[src/rtl/seg_scan_display_if.sv]
// Bus between the datapath debug taps and the 8-digit scanned seven-segment display.
// The master supplies values to show; the slave drives segments, enables and scan status.
interface seg_scan_display_if;
  logic        load;
  logic [15:0] number_a;
  logic [15:0] number_b;
  logic [6:0]  out7;
  logic [7:0]  en_out;
  logic [2:0]  digit_idx;
  logic        frame_done;

  modport master (
    output load, number_a, number_b,
    input  out7, en_out, digit_idx, frame_done
  );

  modport slave (
    input  load, number_a, number_b,
    output out7, en_out, digit_idx, frame_done
  );
endinterface

[src/rtl/seg_scan_display.sv]
// Multiplexed 8-digit hex display driver: captures two 16-bit values and scans one digit
// per REFRESH_DIV clocks, with optional leading-zero blanking per 4-digit group.
module seg_scan_display #(
  parameter int unsigned REFRESH_DIV = 50000,
  parameter bit          BLANK_LZ    = 1'b1
) (
  input logic               clk,
  input logic               rst,
  seg_scan_display_if.slave bus
);

  localparam int unsigned      CntW   = (REFRESH_DIV > 2) ? $clog2(REFRESH_DIV) : 1;
  localparam logic [CntW-1:0] CntMax = CntW'(REFRESH_DIV - 1);

  logic [CntW-1:0] r_cnt;
  logic [2:0]      r_digit_idx;
  logic            r_frame_done;
  logic [15:0]     r_a;
  logic [15:0]     r_b;

  logic            w_adv;
  logic [15:0]     w_group;
  logic [1:0]      w_sel;
  logic [3:0]      w_nibble;
  logic            w_blank;
  logic [6:0]      w_glyph;

  assign w_adv = (r_cnt == CntMax);

  // Capture and scan advance are independent so a load on an advance edge is never lost.
  always_ff @(posedge clk) begin
    if (rst) begin
      r_a          <= '0;
      r_b          <= '0;
      r_cnt        <= '0;
      r_digit_idx  <= '0;
      r_frame_done <= 1'b0;
    end else begin
      if (bus.load) begin
        r_a <= bus.number_a;
        r_b <= bus.number_b;
      end
      r_cnt        <= w_adv ? '0 : r_cnt + CntW'(1);
      r_frame_done <= w_adv && (r_digit_idx == 3'd7);
      if (w_adv) begin
        r_digit_idx <= r_digit_idx + 3'd1;
      end
    end
  end

  assign w_group  = r_digit_idx[2] ? r_b : r_a;
  assign w_sel    = r_digit_idx[1:0];
  assign w_nibble = w_group[{w_sel, 2'b00} +: 4];

  // A digit blanks only if it and every more significant digit of its group are zero.
  always_comb begin
    w_blank = 1'b0;
    unique case (w_sel)
      2'd0: w_blank = 1'b0;
      2'd1: w_blank = (w_group[15:4] == 12'h000);
      2'd2: w_blank = (w_group[15:8] == 8'h00);
      2'd3: w_blank = (w_group[15:12] == 4'h0);
      default: w_blank = 1'b0;
    endcase
    w_blank = w_blank && BLANK_LZ;
  end

  always_comb begin
    w_glyph = 7'b1111111;
    unique case (w_nibble)
      4'h0: w_glyph = 7'b0000001;
      4'h1: w_glyph = 7'b1001111;
      4'h2: w_glyph = 7'b0010010;
      4'h3: w_glyph = 7'b0000110;
      4'h4: w_glyph = 7'b1001100;
      4'h5: w_glyph = 7'b0100100;
      4'h6: w_glyph = 7'b0100000;
      4'h7: w_glyph = 7'b0001111;
      4'h8: w_glyph = 7'b0000000;
      4'h9: w_glyph = 7'b0000100;
      4'hA: w_glyph = 7'b0001000;
      4'hB: w_glyph = 7'b1100000;
      4'hC: w_glyph = 7'b0110001;
      4'hD: w_glyph = 7'b1000010;
      4'hE: w_glyph = 7'b0110000;
      4'hF: w_glyph = 7'b0111000;
      default: w_glyph = 7'b1111111;
    endcase
  end

  assign bus.out7       = w_blank ? 7'b1111111 : w_glyph;
  // All digits stay off in slot cycle 0 so segment changes never ghost onto a neighbour.
  assign bus.en_out     = (r_cnt == '0) ? 8'hFF : ~(8'd1 << r_digit_idx);
  assign bus.digit_idx  = r_digit_idx;
  assign bus.frame_done = r_frame_done;

endmodule

[src/flat_wrapper.sv]
// flat-port wrapper written by rule: the top's interface ports become plain ports
module seg_scan_display_flat 
#(
  parameter int unsigned REFRESH_DIV = 50000,
  parameter bit          BLANK_LZ    = 1'b1
)
  (clk, rst, bus_load, bus_number_a, bus_number_b, bus_out7, bus_en_out, bus_digit_idx, bus_frame_done);
  seg_scan_display_if bus_i ();
  input logic clk;
  input logic rst;
  input wire logic [$bits(bus_i.load)-1:0] bus_load;
  input wire logic [$bits(bus_i.number_a)-1:0] bus_number_a;
  input wire logic [$bits(bus_i.number_b)-1:0] bus_number_b;
  output wire logic [$bits(bus_i.out7)-1:0] bus_out7;
  output wire logic [$bits(bus_i.en_out)-1:0] bus_en_out;
  output wire logic [$bits(bus_i.digit_idx)-1:0] bus_digit_idx;
  output wire logic [$bits(bus_i.frame_done)-1:0] bus_frame_done;
  assign bus_i.load = bus_load;
  assign bus_i.number_a = bus_number_a;
  assign bus_i.number_b = bus_number_b;
  assign bus_out7 = bus_i.out7;
  assign bus_en_out = bus_i.en_out;
  assign bus_digit_idx = bus_i.digit_idx;
  assign bus_frame_done = bus_i.frame_done;
  seg_scan_display #(.REFRESH_DIV(REFRESH_DIV), .BLANK_LZ(BLANK_LZ)) u_core (.clk(clk), .rst(rst), .bus(bus_i));
endmodule
[config.mk]
export PLATFORM = sky130hd
export DESIGN_NAME = seg_scan_display_flat
export DESIGN_NICKNAME = d
export VERILOG_FILES = /design/src/rtl/seg_scan_display_if.sv /design/src/rtl/seg_scan_display.sv /design/src/flat_wrapper.sv
export SDC_FILE = /design/constraint.sdc
export NUM_CORES = 1
export LEC_CHECK = 0
export ABC_AREA = 1
export CAP_MARGIN = 0
export CORE_MARGIN = 8
export CORE_UTILIZATION = 30
export DETAILED_ROUTE_END_ITERATION = 16
export PLACE_DENSITY_LB_ADDON = 0.2
export SYNTH_ARGS = -nofsm -noshare
export SYNTH_HDL_FRONTEND = slang
export SYNTH_SLANG_ARGS = --single-unit
[constraint.sdc]
create_clock -name clk -period 2.34 [get_ports clk]
set_input_delay 0.468 -clock clk [delete_from_list [all_inputs] [get_ports clk]]
set_output_delay 0.468 -clock clk [all_outputs]
set_load 0.01 [all_outputs]
==> metrics.txt, run 1 <==
Hold Path Class=reg -> reg; crit path DAT=2.05 ns; Initial Util=0.3090; HP Start=u_core.r_cnt[0]$_SDFF_PP0_; Tot Pwr=1.977 mW; Pwr Density=449.0 mW/mm2; FP Rows=36; Yosys Warn Count=0; post-synthesis cell area=0.003020 mm2; crit path time final=2.520 ns; R2R Path Start=u_core.bus.digit_idx[2]$_SDFFE_PP0P_; failing checks=negative setup slack; vias=around 3200; final hold violations=0; # fillers=between 900 and 1000; Max VDD drop=a little under 0.3 mV; Syn Inst Count=around 450; drt total wl=8.865 mm; crit end category=output pin; Synth cell types=35; Avg Inst Size Synth=6.757 um2; num ports=54; min setup slack post-route=-0.1801 ns; DIE WIDTH=116.3 um; Area growth, synth to finish=45.82%; CTS tree=built; Max Clk Rate=396.8 MHz; largest net degree at the start of global routing=38; RSZ-0062 raised after global routing=true; #FFs+latches synth=between 50 and 60; dpl cell area=slightly below 0.004 mm2; Final Cycle Share=1.077; Core Footprint=0.009774 mm2; die footprint=~0.014 mm2; syn nets=just under 500; hold depth=1; max-cap violations=0; total CTS buffers=5; vias in the first global route=3120; setup skew after layout=0.01231 ns; IO buf count=53; WL per Instance=13.09 um; Max-slew headroom=0.6133; Leak=1.939 nW; nets=593; CP startpoint kind=register; R2R Setup Slk=0.78 ns; worst-path fanout max=8; maximum buffer depth of the clock tree=2; hold path endpoint=u_core.r_cnt[0]$_SDFF_PP0_; Tot GR Track Use=0.1344; worst slew pin tran=0.5793 ns; critical path required time=1.87 ns; register area share after synthesis=0.3447; CP Class=reg -> out; Hold-fix buffers, CTS=0; TritonCTS sink count=52; Max H-tree Level=2; ANT cells=0; fraction of layout cells with a size suffix above 1=0.2665; Worst R2R Path Depth=8; Setup Viol. Count Final=7; Final HPWL DP=roughly 6.6 mm; most frequent cells in the layout=nand2_1, nor2_1, dfxtp_1; Pre-antenna DRT Iters=4; DR vias/cell=4.669; Die Y=about 120 um; antenna-violating nets left=0; Final Slew Violations=0; antenna violations before repair=0; most common cell after layout, fill and taps aside=nand2_1; later-pin clock latency in the skew report=0.31 ns; reg2reg end=u_core.bus.digit_idx[2]$_SDFFE_PP0P_; clock slew at reported path FFs=0.10 ns; fin area=0.004404 mm2; first-pass GRT wire length=14.61 mm; CTS Root Cell=clkbuf_8; status=complete, but fails checks; DR iter-0 viols=between 150 and 200; DRC errors left=0; global route total overflow=0; placer congestion estimate=0.8360
[worst max-delay path by stage]
stage	from	end	slack, ns	depth (start not counted)
finish	u_core.bus.digit_idx[2]$_SDFFE_PP0P_	bus_out7[3]	-0.18	15
global route	u_core.bus.digit_idx[2]$_SDFFE_PP0P_	bus_out7[6]	-0.27	15
global placement	u_core.bus.digit_idx[2]$_SDFFE_PP0P_	bus_out7[3]	-0.20	14
detailed placement	u_core.bus.digit_idx[2]$_SDFFE_PP0P_	bus_out7[3]	-0.24	14
CTS	u_core.bus.digit_idx[2]$_SDFFE_PP0P_	bus_out7[3]	-0.15	15
floorplan	u_core.bus.digit_idx[2]$_SDFFE_PP0P_	bus_out7[3]	0.17	13
[layer usage]
layer / part of all wire / vias to the layer above / routed length [um] / global-route usage
met4: 0.023 / 0 / 208 / 0.04840
met3: 0.063 / 17 / 561 / 0.03361
li1: - / 1632 / - / -
met2: 0.47 / 85 / 4180 / 0.2292
met1: 0.44 / 1427 / 3914 / 0.1598
met5: 0 / - / 0 / 0
[Yosys cell counts (all sizes together)]
cell type | number | area, um2
nor2 | 61 | 251.5
o21ai | 41 | 205.2
nand4 | 5 | 37.53
xor2 | 1 | 8.760
a21o | 1 | 7.510
nand3 | 51 | 285.3
xnor2 | 1 | 8.760
nand2 | 116 | 478.0
inv | 48 | 185.2
dfxtp | 52 | 1041
clkinv | 1 | 3.750
o211a | 1 | 10.01
a21oi | 24 | 120.1
nor4 | 4 | 31.28
nand3b | 1 | 7.510
buf | 7 | 66.31
a31oi | 1 | 6.260
nor3b | 2 | 20.02
nor3 | 5 | 25.02
clkbuf | 9 | 33.78
ha | 15 | 187.7
[cells by family after synthesis]
| group | Yosys count | share of synthesized area |
|---|---|---|
| AO/OA/AOI/OAI | 68 | 0.1156 |
| XOR/XNOR | 2 | 0.005801 |
| adder cells (fa/ha/maj) | 15 | 0.06214 |
| buffers and inverters | 65 | 0.09569 |
| flip-flops | 52 | 0.3447 |
| AND/OR/NAND/NOR | 245 | 0.3761 |
[where the power goes]
group          switching [mW]  internal (mW)  leakage (nW)
Combinational           0.189          0.187          1.46
Clock                   0.328          0.323        0.0548
Sequential             0.0243          0.926         0.429
Total                   0.541           1.44          1.94
[state kept, by name (all words and copies together) (netlist names)]
signal,count
u_core.bus.frame_done,1
u_core.r_cnt,16
u_core.bus.digit_idx,3
u_core.r_a,16
u_core.r_b,16
[worst max-delay path, cell delays in order, from the launching register on]
cell,delay (ns)
dfxtp_4,0.36
buf_12,0.14
inv_12,0.06
buf_8,0.11
nand2_4,0.05
nand2_4,0.06
nand2_2,0.05
nand3_2,0.08
nand2_4,0.10
ha_4,0.29
inv_1,0.04
nand2_1,0.05
nand2_1,0.05
nand2_1,0.05
nand3_1,0.07
buf_2,0.15
[per-stage QoR]
step / std cells / worst slack [ns] / TNS (ns) / utilization / hold WS, ns
floorplan: 447 / 0.1730 / 0 / - / 0.4335
global placement: 657 / -0.1967 / -1.088 / 0.4034 / 0.4501
detailed placement: 657 / -0.2404 / -1.445 / 0.4034 / 0.4560
CTS: 676 / -0.1461 / -0.7845 / 0.4444 / 0.4703
global route: 677 / -0.2664 / -1.595 / 0.4506 / 0.4601
finish: 677 / -0.1801 / -0.8569 / 0.4506 / 0.4455
[what timing repair did]
item | 4_1_cts | 5_1_grt
buffers inserted | 11 | 1
setup endpoints to repair | 15 | 10
pin swaps | 20 | 11
resized for setup | 92 | 22
gates cloned | 1 | 0
[layout make-up]
class / instances / area, um2 / share of cell area
flip-flops and latches: 52 / 1047 / 0.2378
well taps: 133 / 166.4 / 0.03778
repair buffers: 105 / 953.4 / 0.2165
inverters: 49 / 198.9 / 0.04517
multi-input cells: 330 / 1923 / 0.4366
clock inverters: 3 / 46.29 / 0.01051
clock buffers: 5 / 68.82 / 0.01563
Power figures use the tool's default switching activity.
==> run 2, diff against run 1 <==
Settings changed: CORE_UTILIZATION 30 to 53.
==> run 2 against run 1 <==
Effect of this change: the run still ends with negative setup slack left; first-iteration DRC count grew 68%; hold slack better by 0.025 ns; global-route usage up 6.2 points; final area decreased by 0.82%; clock power increased by 10%; largest power group unchanged.
==> metrics.txt, run 2 (same netlist as run 1, synthesis figures left out) <==
crit-path cells=buf_6 -> clkinv_8 -> nand2_2 -> nand3_2 -> nand3_2 -> nand2_4 -> inv_4 -> buf_6 -> ha_2 -> nand2_2 -> o21ai_2 -> nand2_1 -> nand2_1 -> buf_2; clock share of power=0.350; WL per Instance=15.49 um; antenna violations before repair=0; area of the multi-input gates=around 0.002 mm2; num ports=54; crit end category=output pin; CP Class=reg -> out; clock slew at reported path FFs=0.09 ns; total CTS buffers=5; DR iter-0 viols=approximately 270; maximum buffer depth of the clock tree=2; dpl cells=599; most common cell after layout, fill and taps aside=nand2_1; # fillers=353; nets=594; CTS Root Cell=clkbuf_8; Final Slew Violations=0; Final Cycle Share=1.057; CTS tree=built; drt total wl=9.540 mm; hold depth=2; combinational fraction of design power=0.187; fraction of layout cells with a size suffix above 1=0.2721; IO buf count=53; crit path DAT=approximately 2.0 ns; Worst R2R Path Depth=7; DRC errors left=0; DR vias/cell=around 5.6; Pre-antenna DRT Iters=5; die footprint=0.008370 mm2; crit path time final=2.474 ns; worst slew pin tran=0.6619 ns; Tot GR Track Use=0.1965; RSZ-0062 raised after global routing=true; placer congestion estimate=around 0.89; Max Clk Rate=around 400 MHz; final hold violations=0; Die Y=91.49 um; sw frac=0.2534; largest net degree at the start of global routing=38; Critical Path Max Stage Delay=0.38 ns; Hold Path Class=reg -> reg; Max H-tree Level=2; min setup slack post-route=-0.1338 ns; switching pwr=slightly above 500 uW; Final Non-Filler Cells=616; CP startpoint kind=register; most frequent cells in the layout=nand2_1, nor2_1, dfxtp_1; Initial Util=0.5485; Pwr Density=469.7 mW/mm2; later-pin clock latency in the skew report=0.31 ns; vias=3421; antenna-violating nets left=0; Area growth, synth to finish=44.61%; vias in the first global route=3083; first-pass GRT wire length=between 10 and 15 mm; Crit path buffers/inverters=5; worst-path fanout max=8; setup skew after layout=about 0.0088 ns; critical path required time=around 1.9 ns; Final HPWL DP=5.966 mm; Core Footprint=0.005507 mm2; FP Rows=27; failing checks=negative setup slack; status=complete, but fails checks; Max-slew headroom=0.5547; Setup Viol. Count Final=7; Leak=just under 2 nW; max-cap violations=0; Hold-fix buffers, CTS=0; slowest CP cell=dfxtp_2; ANT cells=0; crit-path leading delay family=buffers and inverters; global route total overflow=0; final hold slack=roughly 0.47 ns; DIE WIDTH=91.49 um; cell-internal power=1.532 mW; register area=0.001044 mm2; Regs by FF count=u_core.r_a (16), u_core.r_b (16), u_core.r_cnt (16); Max VDD drop=0.4881 mV; path length in cells of the critical path=14; TritonCTS sink count=between 50 and 60; part of the power in registers=0.463
run 2: worst reg2reg max path, delay by kind of cell, from the launching register on:
| family | cells | cell delay (ns) |
|---|---|---|
| DFF | 1 | 0.34 |
| adders and majority gates | 1 | 0.20 |
| buffers and inverters | 1 | 0.12 |
| AOI/OAI and AO/OA | 2 | 0.33 |
| and+or+nand+nor | 3 | 0.55 |
run 2: metal layers:
| layer | routed length (um) | global-route usage | vias to the layer above | share of wire |
|---|---|---|---|---|
| li1 | - | - | 1636 | - |
| met4 | 280 | 0.05593 | 0 | 0.029 |
| met1 | 4094 | 0.2434 | 1582 | 0.43 |
| met3 | 705 | 0.05432 | 27 | 0.074 |
| met2 | 4459 | 0.3235 | 176 | 0.47 |
| met5 | 0 | 0 | - | 0 |
run 2: area by class of cell:
cell class	instances	share of cell area
Clock buffer	5	0.01575
Inverter	49	0.04612
Tap cell	72	0.02062
Timing Repair Buffer	105	0.2117
Sequential cell	52	0.2389
Clock inverter	2	0.01375
Multi-Input combinational cell	330	0.4517
Timing Repair inverter	1	0.001432
run 2: path summary, 6_finish.rpt:
check | start | end | slack [ns]
worst min register to register | u_core.r_b[7]$_SDFFE_PP0P_ | u_core.r_b[7]$_SDFFE_PP0P_ | 0.47
worst min-delay path | u_core.r_b[7]$_SDFFE_PP0P_ | u_core.r_b[7]$_SDFFE_PP0P_ | 0.47
worst max-delay path | u_core.bus.digit_idx[2]$_SDFFE_PP0P_ | bus_out7[4] | -0.13
worst max register to register | u_core.r_cnt[0]$_SDFF_PP0_ | u_core.bus.digit_idx[1]$_SDFFE_PP0P_ | 0.69
run 2: repair_timing:
action,CTS,global route
pin swaps,9,12
setup endpoints to repair,15,10
buffers inserted,5,3
cloned,1,1
endpoints found under the hold margin,0,0
gates resized for setup,71,47
run 2: through the flow:
step,worst slack (ns),power (mW),utilization,instance area [um2],TNS [ns]
after detailed placement,-0.2371,1.293,0.7017,3864,-1.214
after global placement,-0.1772,1.285,0.7017,3864,-0.9400
after CTS,-0.07493,2.013,0.7521,4141,-0.1072
final,-0.1338,2.052,0.7932,4368,-0.8347
after global routing,-0.2423,2.137,0.7932,4368,-1.625
after floorplan,0.1730,1.136,-,3020,0
run 2: power by group through the flow:
stage	combinational (mW)	sequential, mW	clock (mW)
6_report	0.384	0.950	0.718
5_1_grt	0.422	0.954	0.761
4_1_cts	0.341	0.948	0.725
3_5_place_dp	0.325	0.967	0
3_3_place_gp	0.319	0.966	0
2_1_floorplan	0.173	0.963	0
==> run 3, diff against run 2 <==
Settings changed: PLACE_DENSITY from default to 0.8, PLACE_DENSITY_LB_ADDON 0.2 to default.
Clock period 2.34 ns to 2.6 ns, I/O delays scaled along.
==> run 3 against run 2 <==
Effect of this change: the run now ends clean; sequential share of layout area up 3.0 points; total power down 21%; via count down 8.8%; final area down 11%; sequential power down 9.8%; final cell count down 5.2%; utilization down 8.8 points.
==> metrics.txt, run 3 (same netlist as run 1, synthesis figures left out) <==
Max-slew headroom=0.5835; WL per Instance=around 14 um; status=finished, final reports clean; DR vias/cell=5.344; placer congestion estimate=about 0.94; DR iter-0 viols=163; crit-path leading delay family=simple AND/OR/NAND/NOR gates; crit-path cells=buf_12 -> inv_8 -> nand2_2 -> nand3_1 -> nand3_2 -> nand2_4 -> inv_2 -> buf_4 -> ha_1 -> nand2_1 -> nand2_1 -> nand2_1 -> nand3_1 -> buf_2; Pre-antenna DRT Iters=4; Max Clk Rate=387.1 MHz; Crit path buffers/inverters=5; crit path time final=2.583 ns; most frequent cells in the layout=nand2_1, nor2_1, dfxtp_1; Worst path most repeated cell=nand2_1; clock slew at reported path FFs=0.10 ns; drt total wl=8.302 mm; worst slew pin tran=0.6190 ns; RSZ-0062 raised after global routing=true; # fillers=487; reg2reg end=u_core.r_cnt[15]$_SDFF_PP0_; crit path DAT=2.06 ns; fraction of layout cells with a size suffix above 1=0.1641; Core Footprint=about 0.0055 mm2; antenna violations before repair=0; Leak=1.724 nW; Tot Pwr=1.631 mW; final hold slack=0.4669 ns; Final HPWL DP=6.082 mm; Setup Viol. Count Final=0; Initial Util=0.5485; R2R Path Start=u_core.r_cnt[3]$_SDFF_PP0_; Worst Setup SP=u_core.bus.digit_idx[2]$_SDFFE_PP0P_; CTS Root Cell=clkbuf_8; nets=561; Area growth, synth to finish=28.58%; Max VDD drop=about 0.38 mV; global route total overflow=0; antenna-violating nets left=0; CP Class=reg -> out; die footprint=between 0.008 and 0.009 mm2; DIE WIDTH=91.49 um; vias=about 3100; first-pass GRT wire length=13.87 mm; most common cell after layout, fill and taps aside=nand2_1; Max H-tree Level=2; hold depth=1; HP Start=u_core.r_cnt[0]$_SDFF_PP0_; Final Slew Violations=0; setup TNS=0 ns; worst-path fanout max=13; final hold violations=0; maximum buffer depth of the clock tree=2; crit end category=output pin; setup skew after layout=approximately 0.0085 ns; later-pin clock latency in the skew report=slightly above 0.3 ns; Pwr Density=419.9 mW/mm2; TritonCTS sink count=52; Final Cycle Share=0.9936; Hold-fix buffers, CTS=0; Hold Path Class=reg -> reg; R2R Setup Slk=roughly 1.0 ns; Worst R2R Path Depth=4; slowest CP cell=dfxtp_2; CTS tree=built; critical path required time=2.08 ns; FP Rows=27; DRC errors left=0; IO buf count=53; vias in the first global route=3033; max-cap violations=0; num ports=54; hold path endpoint=u_core.r_cnt[0]$_SDFF_PP0_; ANT cells=0; largest net degree at the start of global routing=38; Tot GR Track Use=0.1962; Regs by FF count=u_core.r_a (16), u_core.r_b (16), u_core.r_cnt (16); Die Y=91.49 um; Critical Path Max Stage Delay=0.34 ns; CP startpoint kind=register; total CTS buffers=5
-- run 3: worst max path at each step --
stage,slack (ns),to,cells past startpoint
after floorplan,0.38,bus_out7[3],13
after global placement,0.02,bus_out7[3],14
after detailed placement,-0.02,bus_out7[3],13
after CTS,0.003,bus_out7[0],13
after global routing,-0.12,bus_out7[3],14
final,0.02,bus_out7[3],14
-- run 3: through the flow --
step,utilization,instance area [um2],instances,worst slack (ns)
CTS,0.6921,3811,583,0.003243
global route,0.7053,3884,584,-0.1184
floorplan,-,3020,447,0.3810
finish,0.7053,3884,584,0.01656
global placement,0.6685,3681,573,0.02329
detailed placement,0.6685,3681,573,-0.01670
-- run 3: where the power goes --
group / total, mW / switching [mW] / internal (mW)
Combinational: 0.287 / 0.152 / 0.135
Clock: 0.487 / 0.270 / 0.217
Sequential: 0.857 / 0.0219 / 0.835
Total: 1.63 / 0.445 / 1.19
-- run 3: timing repair --
| item | 4_1_cts | 5_1_grt |
|---|---|---|
| buffers inserted | 2 | 1 |
| cloned | 0 | 0 |
| setup endpoints to repair | 12 | 15 |
| gates resized for setup | 23 | 30 |
| pin swaps | 2 | 4 |
-- run 3: area by class of cell --
type	instances	area, um2	area share
Clock buffer	7	86.33	0.02223
Clock inverter	1	7.507	0.001933
Tap cell	72	90.09	0.02320
Inverter	49	193.9	0.04994
Timing Repair Buffer	73	663.1	0.1707
Sequential cell	52	1044	0.2687
Multi-Input combinational cell	330	1799	0.4633
-- run 3: routing by layer --
| layer | share of wire | track usage | routed length, um | up-vias |
|---|---|---|---|---|
| met5 | 0 | 0 | 0 | - |
| met4 | 0.019 | 0.07367 | 159 | 0 |
| met3 | 0.053 | 0.05350 | 444 | 15 |
| met2 | 0.46 | 0.3103 | 3848 | 83 |
| met1 | 0.46 | 0.2475 | 3850 | 1451 |
| li1 | - | - | - | 1572 |
